File: src/rtl/lsu_pkg.sv
// Shared types and encodings for the load/store unit: FSM states, decoder
// size encodings and the byte-mask helper.
package lsu_pkg;

    typedef enum logic [2:0] {
        S_IDLE   = 3'd0,
        S_B0_CMD = 3'd1,
        S_B0_RD  = 3'd2,
        S_B1_CMD = 3'd3,
        S_B1_RD  = 3'd4,
        S_DONE   = 3'd5,
        S_ERR    = 3'd6
    } lsu_state_e;

    localparam logic [2:0] LB  = 3'b000;
    localparam logic [2:0] LH  = 3'b001;
    localparam logic [2:0] LW  = 3'b010;
    localparam logic [2:0] LBU = 3'b100;
    localparam logic [2:0] LHU = 3'b101;

    // Store encodings double as the internal access-size code.
    localparam logic [1:0] SB = 2'b00;
    localparam logic [1:0] SH = 2'b01;
    localparam logic [1:0] SW = 2'b10;

    function automatic logic [3:0] size_mask(input logic [1:0] size);
        case (size)
            SB:      size_mask = 4'b0001;
            SH:      size_mask = 4'b0011;
            default: size_mask = 4'b1111;
        endcase
    endfunction

endpackage

File: src/rtl/lsu_align.sv
// Combinational lane logic shared by both bus beats: byte enables, store
// rotation and load shift/extension. Beat-1 paths exist only with LSU_MISALIGN_SPLIT_EN.
module lsu_align
    import lsu_pkg::*;
(
    input  logic [1:0]  i_off,
    input  logic [1:0]  i_size,
    input  logic        i_uns,
    input  logic [31:0] i_st_data,
    input  logic [31:0] i_w0,
`ifdef LSU_MISALIGN_SPLIT_EN
    input  logic [31:0] i_w1,
    output logic [3:0]  o_be1,
`endif
    output logic [3:0]  o_be0,
    output logic [31:0] o_wdata,
    output logic [31:0] o_ld_data
);

    logic [5:0]  w_sh;
    logic [31:0] w_ld_raw;

    assign w_sh = {1'b0, i_off, 3'b000};

`ifdef LSU_MISALIGN_SPLIT_EN
    logic [7:0] w_be_wide;
    assign w_be_wide = {4'b0000, size_mask(i_size)} << i_off;
    assign o_be0     = w_be_wide[3:0];
    assign o_be1     = w_be_wide[7:4];
    // Bytes shifted out of beat 0 are refilled from the low lanes of beat 1.
    assign w_ld_raw  = (i_w0 >> w_sh) | (i_w1 << (6'd32 - w_sh));
`else
    assign o_be0     = size_mask(i_size) << i_off;
    assign w_ld_raw  = i_w0 >> w_sh;
`endif

    assign o_wdata = (i_st_data << w_sh) | (i_st_data >> (6'd32 - w_sh));

    always_comb begin
        case (i_size)
            SB:      o_ld_data = {{24{~i_uns & w_ld_raw[7]}}, w_ld_raw[7:0]};
            SH:      o_ld_data = {{16{~i_uns & w_ld_raw[15]}}, w_ld_raw[15:0]};
            default: o_ld_data = w_ld_raw;
        endcase
    end

endmodule

File: src/rtl/lsu_ctrl.sv
// Multi-cycle load/store unit: one request at a time onto a word-wide bus.
// Define LSU_MISALIGN_SPLIT_EN to split misaligned accesses; otherwise they trap.
module lsu_ctrl
    import lsu_pkg::*;
#(
    parameter int ADDR_W = 32
) (
    input  logic              clk,
    input  logic              rst,
    input  logic              req_valid,
    output logic              req_ready,
    input  logic              mem_wren,
    input  logic [2:0]        l_length,
    input  logic              l_unsigned,
    input  logic [1:0]        s_length,
    input  logic [ADDR_W-1:0] addr,
    input  logic [31:0]       st_data,
    output logic [31:0]       ld_data,
    output logic              done,
    output logic              err,
    output logic              bus_valid,
    output logic              bus_we,
    output logic [3:0]        bus_be,
    output logic [ADDR_W-1:0] bus_addr,
    output logic [31:0]       bus_wdata,
    input  logic              bus_ready,
    input  logic              bus_rvalid,
    input  logic [31:0]       bus_rdata,
    output lsu_state_e        o_dbg_state
);

    lsu_state_e        r_state, w_next;
    logic [1:0]        r_size, r_off;
    logic              r_uns, r_we;
    logic              r_bus_valid, r_bus_we;
    logic [3:0]        r_bus_be;
    logic [ADDR_W-1:0] r_bus_addr;
    logic [31:0]       r_bus_wdata, r_ld_data;

    logic [1:0]  w_size, w_size_sel, w_off_sel;
    logic        w_uns, w_illegal, w_misal, w_trap, w_accept, w_split;
    logic [3:0]  w_be0;
    logic [31:0] w_wdata, w_ld, w_w0;

`ifdef LSU_MISALIGN_SPLIT_EN
    logic        r_split;
    logic [31:0] r_w0, w_w1;
    logic [3:0]  w_be1;
    assign w_split = r_split;
    assign w_trap  = w_illegal;
    assign w_w0    = (r_state == S_B1_RD) ? r_w0 : bus_rdata;
    assign w_w1    = (r_state == S_B1_RD) ? bus_rdata : 32'd0;
`else
    assign w_split = 1'b0;
    assign w_trap  = w_illegal | w_misal;
    assign w_w0    = bus_rdata;
`endif

    assign w_accept = req_valid && (r_state == S_IDLE);

    always_comb begin
        w_size    = SW;
        w_uns     = 1'b0;
        w_illegal = 1'b0;
        if (mem_wren) begin
            w_size    = s_length;
            w_illegal = (s_length == 2'b11);
        end else begin
            w_uns = l_unsigned;
            case (l_length)
                LB:      w_size = SB;
                LH:      w_size = SH;
                LW:      w_size = SW;
                LBU:     begin w_size = SB; w_uns = 1'b1; end
                LHU:     begin w_size = SH; w_uns = 1'b1; end
                default: w_illegal = 1'b1;
            endcase
        end
    end

    assign w_misal = ((w_size == SH) && (addr[1:0] == 2'b11)) ||
                     ((w_size == SW) && (addr[1:0] != 2'b00));

    // In IDLE the aligner sees the live request so beat 0 is ready at acceptance.
    assign w_off_sel  = (r_state == S_IDLE) ? addr[1:0] : r_off;
    assign w_size_sel = (r_state == S_IDLE) ? w_size : r_size;

    lsu_align u_align (
        .i_off     (w_off_sel),
        .i_size    (w_size_sel),
        .i_uns     (r_uns),
        .i_st_data (st_data),
        .i_w0      (w_w0),
`ifdef LSU_MISALIGN_SPLIT_EN
        .i_w1      (w_w1),
        .o_be1     (w_be1),
`endif
        .o_be0     (w_be0),
        .o_wdata   (w_wdata),
        .o_ld_data (w_ld)
    );

    always_ff @(posedge clk or posedge rst) begin
        if (rst) r_state <= S_IDLE;
        else     r_state <= w_next;
    end

    always_comb begin
        w_next = r_state;
        case (r_state)
            S_IDLE:   if (w_accept) w_next = w_trap ? S_ERR : S_B0_CMD;
            S_B0_CMD: if (bus_ready) begin
                          if (r_we) w_next = w_split ? S_B1_CMD : S_DONE;
                          else      w_next = S_B0_RD;
                      end
            S_B0_RD:  if (bus_rvalid) w_next = w_split ? S_B1_CMD : S_DONE;
`ifdef LSU_MISALIGN_SPLIT_EN
            S_B1_CMD: if (bus_ready) w_next = r_we ? S_DONE : S_B1_RD;
            S_B1_RD:  if (bus_rvalid) w_next = S_DONE;
`endif
            S_DONE:   w_next = S_IDLE;
            S_ERR:    w_next = S_IDLE;
            default:  w_next = S_IDLE;
        endcase
    end

    always_ff @(posedge clk or posedge rst) begin
        if (rst) begin
            r_size      <= SB;
            r_off       <= 2'b00;
            r_uns       <= 1'b0;
            r_we        <= 1'b0;
            r_bus_valid <= 1'b0;
            r_bus_we    <= 1'b0;
            r_bus_be    <= 4'b0000;
            r_bus_addr  <= '0;
            r_bus_wdata <= 32'd0;
            r_ld_data   <= 32'd0;
`ifdef LSU_MISALIGN_SPLIT_EN
            r_split     <= 1'b0;
            r_w0        <= 32'd0;
`endif
        end else begin
            if (w_accept) begin
                r_size <= w_size;
                r_off  <= addr[1:0];
                r_uns  <= w_uns;
                r_we   <= mem_wren;
`ifdef LSU_MISALIGN_SPLIT_EN
                r_split <= w_misal;
`endif
            end
            if (w_accept && !w_trap) begin
                r_bus_valid <= 1'b1;
                r_bus_we    <= mem_wren;
                r_bus_be    <= w_be0;
                r_bus_addr  <= {addr[ADDR_W-1:2], 2'b00};
                r_bus_wdata <= w_wdata;
            end else if (((r_state == S_B0_CMD) || (r_state == S_B1_CMD)) && bus_ready) begin
                r_bus_valid <= 1'b0;
            end
`ifdef LSU_MISALIGN_SPLIT_EN
            // Beat 1 reuses the held write data; only address and enables change.
            if ((w_next == S_B1_CMD) && (r_state != S_B1_CMD)) begin
                r_bus_valid <= 1'b1;
                r_bus_be    <= w_be1;
                r_bus_addr  <= r_bus_addr + ADDR_W'(4);
            end
            if ((r_state == S_B0_RD) && bus_rvalid) r_w0 <= bus_rdata;
`endif
            if (((r_state == S_B0_RD) && bus_rvalid && !w_split) ||
                ((r_state == S_B1_RD) && bus_rvalid))
                r_ld_data <= w_ld;
        end
    end

    assign req_ready   = (r_state == S_IDLE);
    assign done        = (r_state == S_DONE);
    assign err         = (r_state == S_ERR);
    assign bus_valid   = r_bus_valid;
    assign bus_we      = r_bus_we;
    assign bus_be      = r_bus_be;
    assign bus_addr    = r_bus_addr;
    assign bus_wdata   = r_bus_wdata;
    assign ld_data     = r_ld_data;
    assign o_dbg_state = r_state;

endmodule

File: config.mk
export PLATFORM = sky130hd
export DESIGN_NAME = lsu_ctrl
export DESIGN_NICKNAME = d
export VERILOG_FILES = /design/src/rtl/lsu_pkg.sv /design/src/rtl/lsu_align.sv /design/src/rtl/lsu_ctrl.sv
export SDC_FILE = /design/constraint.sdc
export NUM_CORES = 1
export LEC_CHECK = 0
export CORE_MARGIN = 8
export CORE_UTILIZATION = 40
export CTS_CLUSTER_DIAMETER = 120
export CTS_CLUSTER_SIZE = 16
export DETAILED_ROUTE_END_ITERATION = 6
export PLACE_DENSITY = 0.72
export REMOVE_ABC_BUFFERS = 1
export SYNTH_ARGS = -nofsm -noshare
export SYNTH_HDL_FRONTEND = slang
export SYNTH_SLANG_ARGS = --single-unit
File: constraint.sdc
create_clock -name clk -period 5.3 [get_ports clk]
set_clock_uncertainty 0.1 [all_clocks]
set_input_delay 1.06 -clock clk [delete_from_list [all_inputs] [get_ports clk]]
set_output_delay 1.06 -clock clk [all_outputs]
set_load 0.005 [all_outputs]
==> out/metrics.cfg <==
[clock_network]
cts_buffers = 9
path_clk_slew_ns = 0.08
hold_buffers = 0
clk_latency_ns = 0.34
htree_levels = 3
cts_sinks = 109
clock_path_buffers = 2
postCtsSetupBuffers = 0
tritoncts = built
ctsResizeCount = 0
cts_root_buf = clkbuf_16

[sta]
worst_pin_slew_ns = 1.27
hold_ws_ns = 0.386
finalWorstSetupSlack_ns = 0.889
post-route-min-period_ns = 4.41
setup_viol = 0
hold_viol_final = 0
fin_crit_sh_pct = 83.2
fin_setup_tns_ns = 0
rsz0062_at_grt = false
maxSlewHeadroom_pct = 15.1
fmaxAchievable_ghz = 0.227
slew_violations = 0

[global_routing]
grt_max_degree = 55
antenna_found_initial = 0
grt_overflow = 0
first_global_vias = 5765
track_usage_pct = 19.4
grt_pass1_wl_mm = 30.6

[synth]
ys.flop_type = dfrtp_1
synth_top_area_cell = dfrtp_1
synth_edf_count = 0
syn_area_per_cell_um2 = 10.9
synth.distinct_cells = 49
synth_seq_area_share_pct = 44.7
synth_top_cells_by_area = dfrtp_1 (45%), mux2_2 (15%), mux2i_1 (8.9%)
yosysWarnings = 0
async_reset_ff_share_pct = 100
synth_area_um2 = 6110
synth_top_area_share_pct = 44.7
synth_seq_cells = 109
synthCells = 559

[detailed_routing]
ant_nets = 0
totalWireLength_mm = 19.0
drtPass1Iterations = 5
first_iter_violations = 404
vias = 5356
drc_errors = 0
routed_via_density = 5.67
wl_per_cell_um = 20.1

[floorplan]
die_h_um = 140
coreArea_um2 = 15100
rows = 45
fp.dieW_um = 140
initial_utilization_pct = 40.5
dieArea_um2 = 19500
ios = 216

[placed_design]
routabilityCongestion = 0.823
dp_slack_ns = 0.613
placed_area_um2 = 8370
dp_cells = 928
numPortBuffers = 213
hpwlAfterDp_mm = 13.7

[final_layout]
layout_common_cells = clkdlybuf4s50_1 (213), dfrtp_1 (109), mux2_2 (84)
area_growth_syn_to_layout_pct = 42.8
fin_cells = 944
drive_above_1_share_pct = 17.3
finalInstanceArea_um2 = 8720
antenna_cells = 0
nets = 860
finish.utilization_pct = 57.8
layout_commonest_cell = clkdlybuf4s50_1

[min_path]
hp-start = bus_valid$_DFFE_PP0P_
hold_depth = 1
hold_path.class = reg -> reg

[worst_setup_path]
rr_startpoint = o_dbg_state[1]$_DFFE_PP0P_
critical_path_class = in -> reg
critPathLaunchType = primary input
cp_cell_sequence = clkdlybuf4s50_1, or4b_2, nand2_1, inv_1, ha_1, nor2_1, a22oi_1, o221ai_1, mux2_2
cpPeakStageDelay_ns = 0.89
worstPathMaxFanout = 14
worst_ep_required_time_ns = 5.49
ff2ff_path_depth = 9
cp.arrival_ns = 4.60
end_kind = register
cp_slowest_cell = nor2_1
cp-startpoint = addr[1]

[power]
netSwitchingPower_mw = 2.14
leakage_nw = 3.55
netSwitchingFraction_pct = 37.7
power_mw = 5.68
power_frac_clock_pct = 13.9
p_per_area_nw_per_um2 = 651
p_seq_share_pct = 27.3
combPwrFrac_pct = 58.8
ir_drop_mv = 0.292
p_int_mw = 3.54

[flow_run]
drv_cap = 0

[run_status]
outcome = completed

-- area by class of cell --
class / instances / area, µm²
timing repair buffer: 225 / 2220
clock inverter: 7 / 121
clock buffer: 9 / 225
sequential: 109 / 2730
fill: 1268 / 6370
multi-input combinational: 394 / 3130
inverter: 12 / 55.1
tap: 188 / 235
-- cell families (layout without fill, tap and decap cells) --
kind of cell	count (synthesis)	count (layout)	share of synthesized area (%)
AOI/OAI and AO/OA	116	116	13.0
xor gates and xnor gates	1	1	0.143
adders and majority gates	1	1	0.205
buffers and inverters	57	253	4.38
DFF	109	109	44.7
muxes	147	147	27.5
other	1	2	0.0614
and+or+nand+nor	127	127	10.0
-- per-layer routing --
layer | global-route usage [%] | wire [µm] | up-vias
met5 | 0 | 0 | -
met4 | 8.11 | 367 | 0
met3 | 6.26 | 1650 | 27
met2 | 31.8 | 9090 | 240
met1 | 23.0 | 7870 | 2651
li1 | - | - | 2438
-- registers in the layout (all words and copies together), names as in the netlist, 2 cells and up --
name	count
bus_wdata	32
ld_data	32
bus_addr	30
bus_be	4
o_dbg_state	3
r_off	2
r_size	2
-- power by group through the flow --
stage / Combinational (mW) / Sequential, mW / Clock, mW
4_1_cts: 3.35 / 1.56 / 0.804
6_report: 3.34 / 1.55 / 0.787
5_1_grt: 3.61 / 1.61 / 0.835
2_1_floorplan: 1.84 / 1.54 / 0
3_5_place_dp: 3.34 / 1.57 / 0
3_3_place_gp: 3.26 / 1.54 / 0
-- synthesized netlist by cell type, types with 2 or more instances --
library cell	instances
dfrtp_1	109
mux2_2	84
mux2i_1	54
nor2_1	37
clkbuf_1	26
nand2_1	26
a31oi_1	25
nand3_1	23
o21ai_0	21
buf_2	13
a21oi_1	11
a22o_1	10
inv_1	10
nor2b_1	10
o22ai_1	10
and2_1	9
nand2b_1	9
o211ai_1	9
mux4_2	8
o221ai_1	7
a22oi_1	6
nor3_1	5
a221oi_1	4
buf_6	3
or3_1	3
a21boi_0	2
buf_4	2
o31ai_1	2
-- final timing paths --
path	end	slack (ns)
setup / recovery	bus_wdata[18]$_DFFE_PP0P_	0.89
hold / removal	bus_valid$_DFFE_PP0P_	0.39
setup reg to reg	bus_wdata[18]$_DFFE_PP0P_	1.18
hold reg to reg	bus_valid$_DFFE_PP0P_	0.39
max in group asynchronous	bus_addr[3]$_DFFE_PP0P_	3.25
min in group asynchronous	bus_addr[9]$_DFFE_PP0P_	0.91
-- worst max-delay path: cells and delay by family --
family,cells,cell delay [ns]
AND/OR/NAND/NOR,3,1.80
buffers and inverters,2,0.68
adder cells (fa/ha/maj),1,0.44
AO/OA/AOI/OAI,2,0.42
multiplexers,1,0.19
No activity file was read; power rests on OpenSTA's default activity.
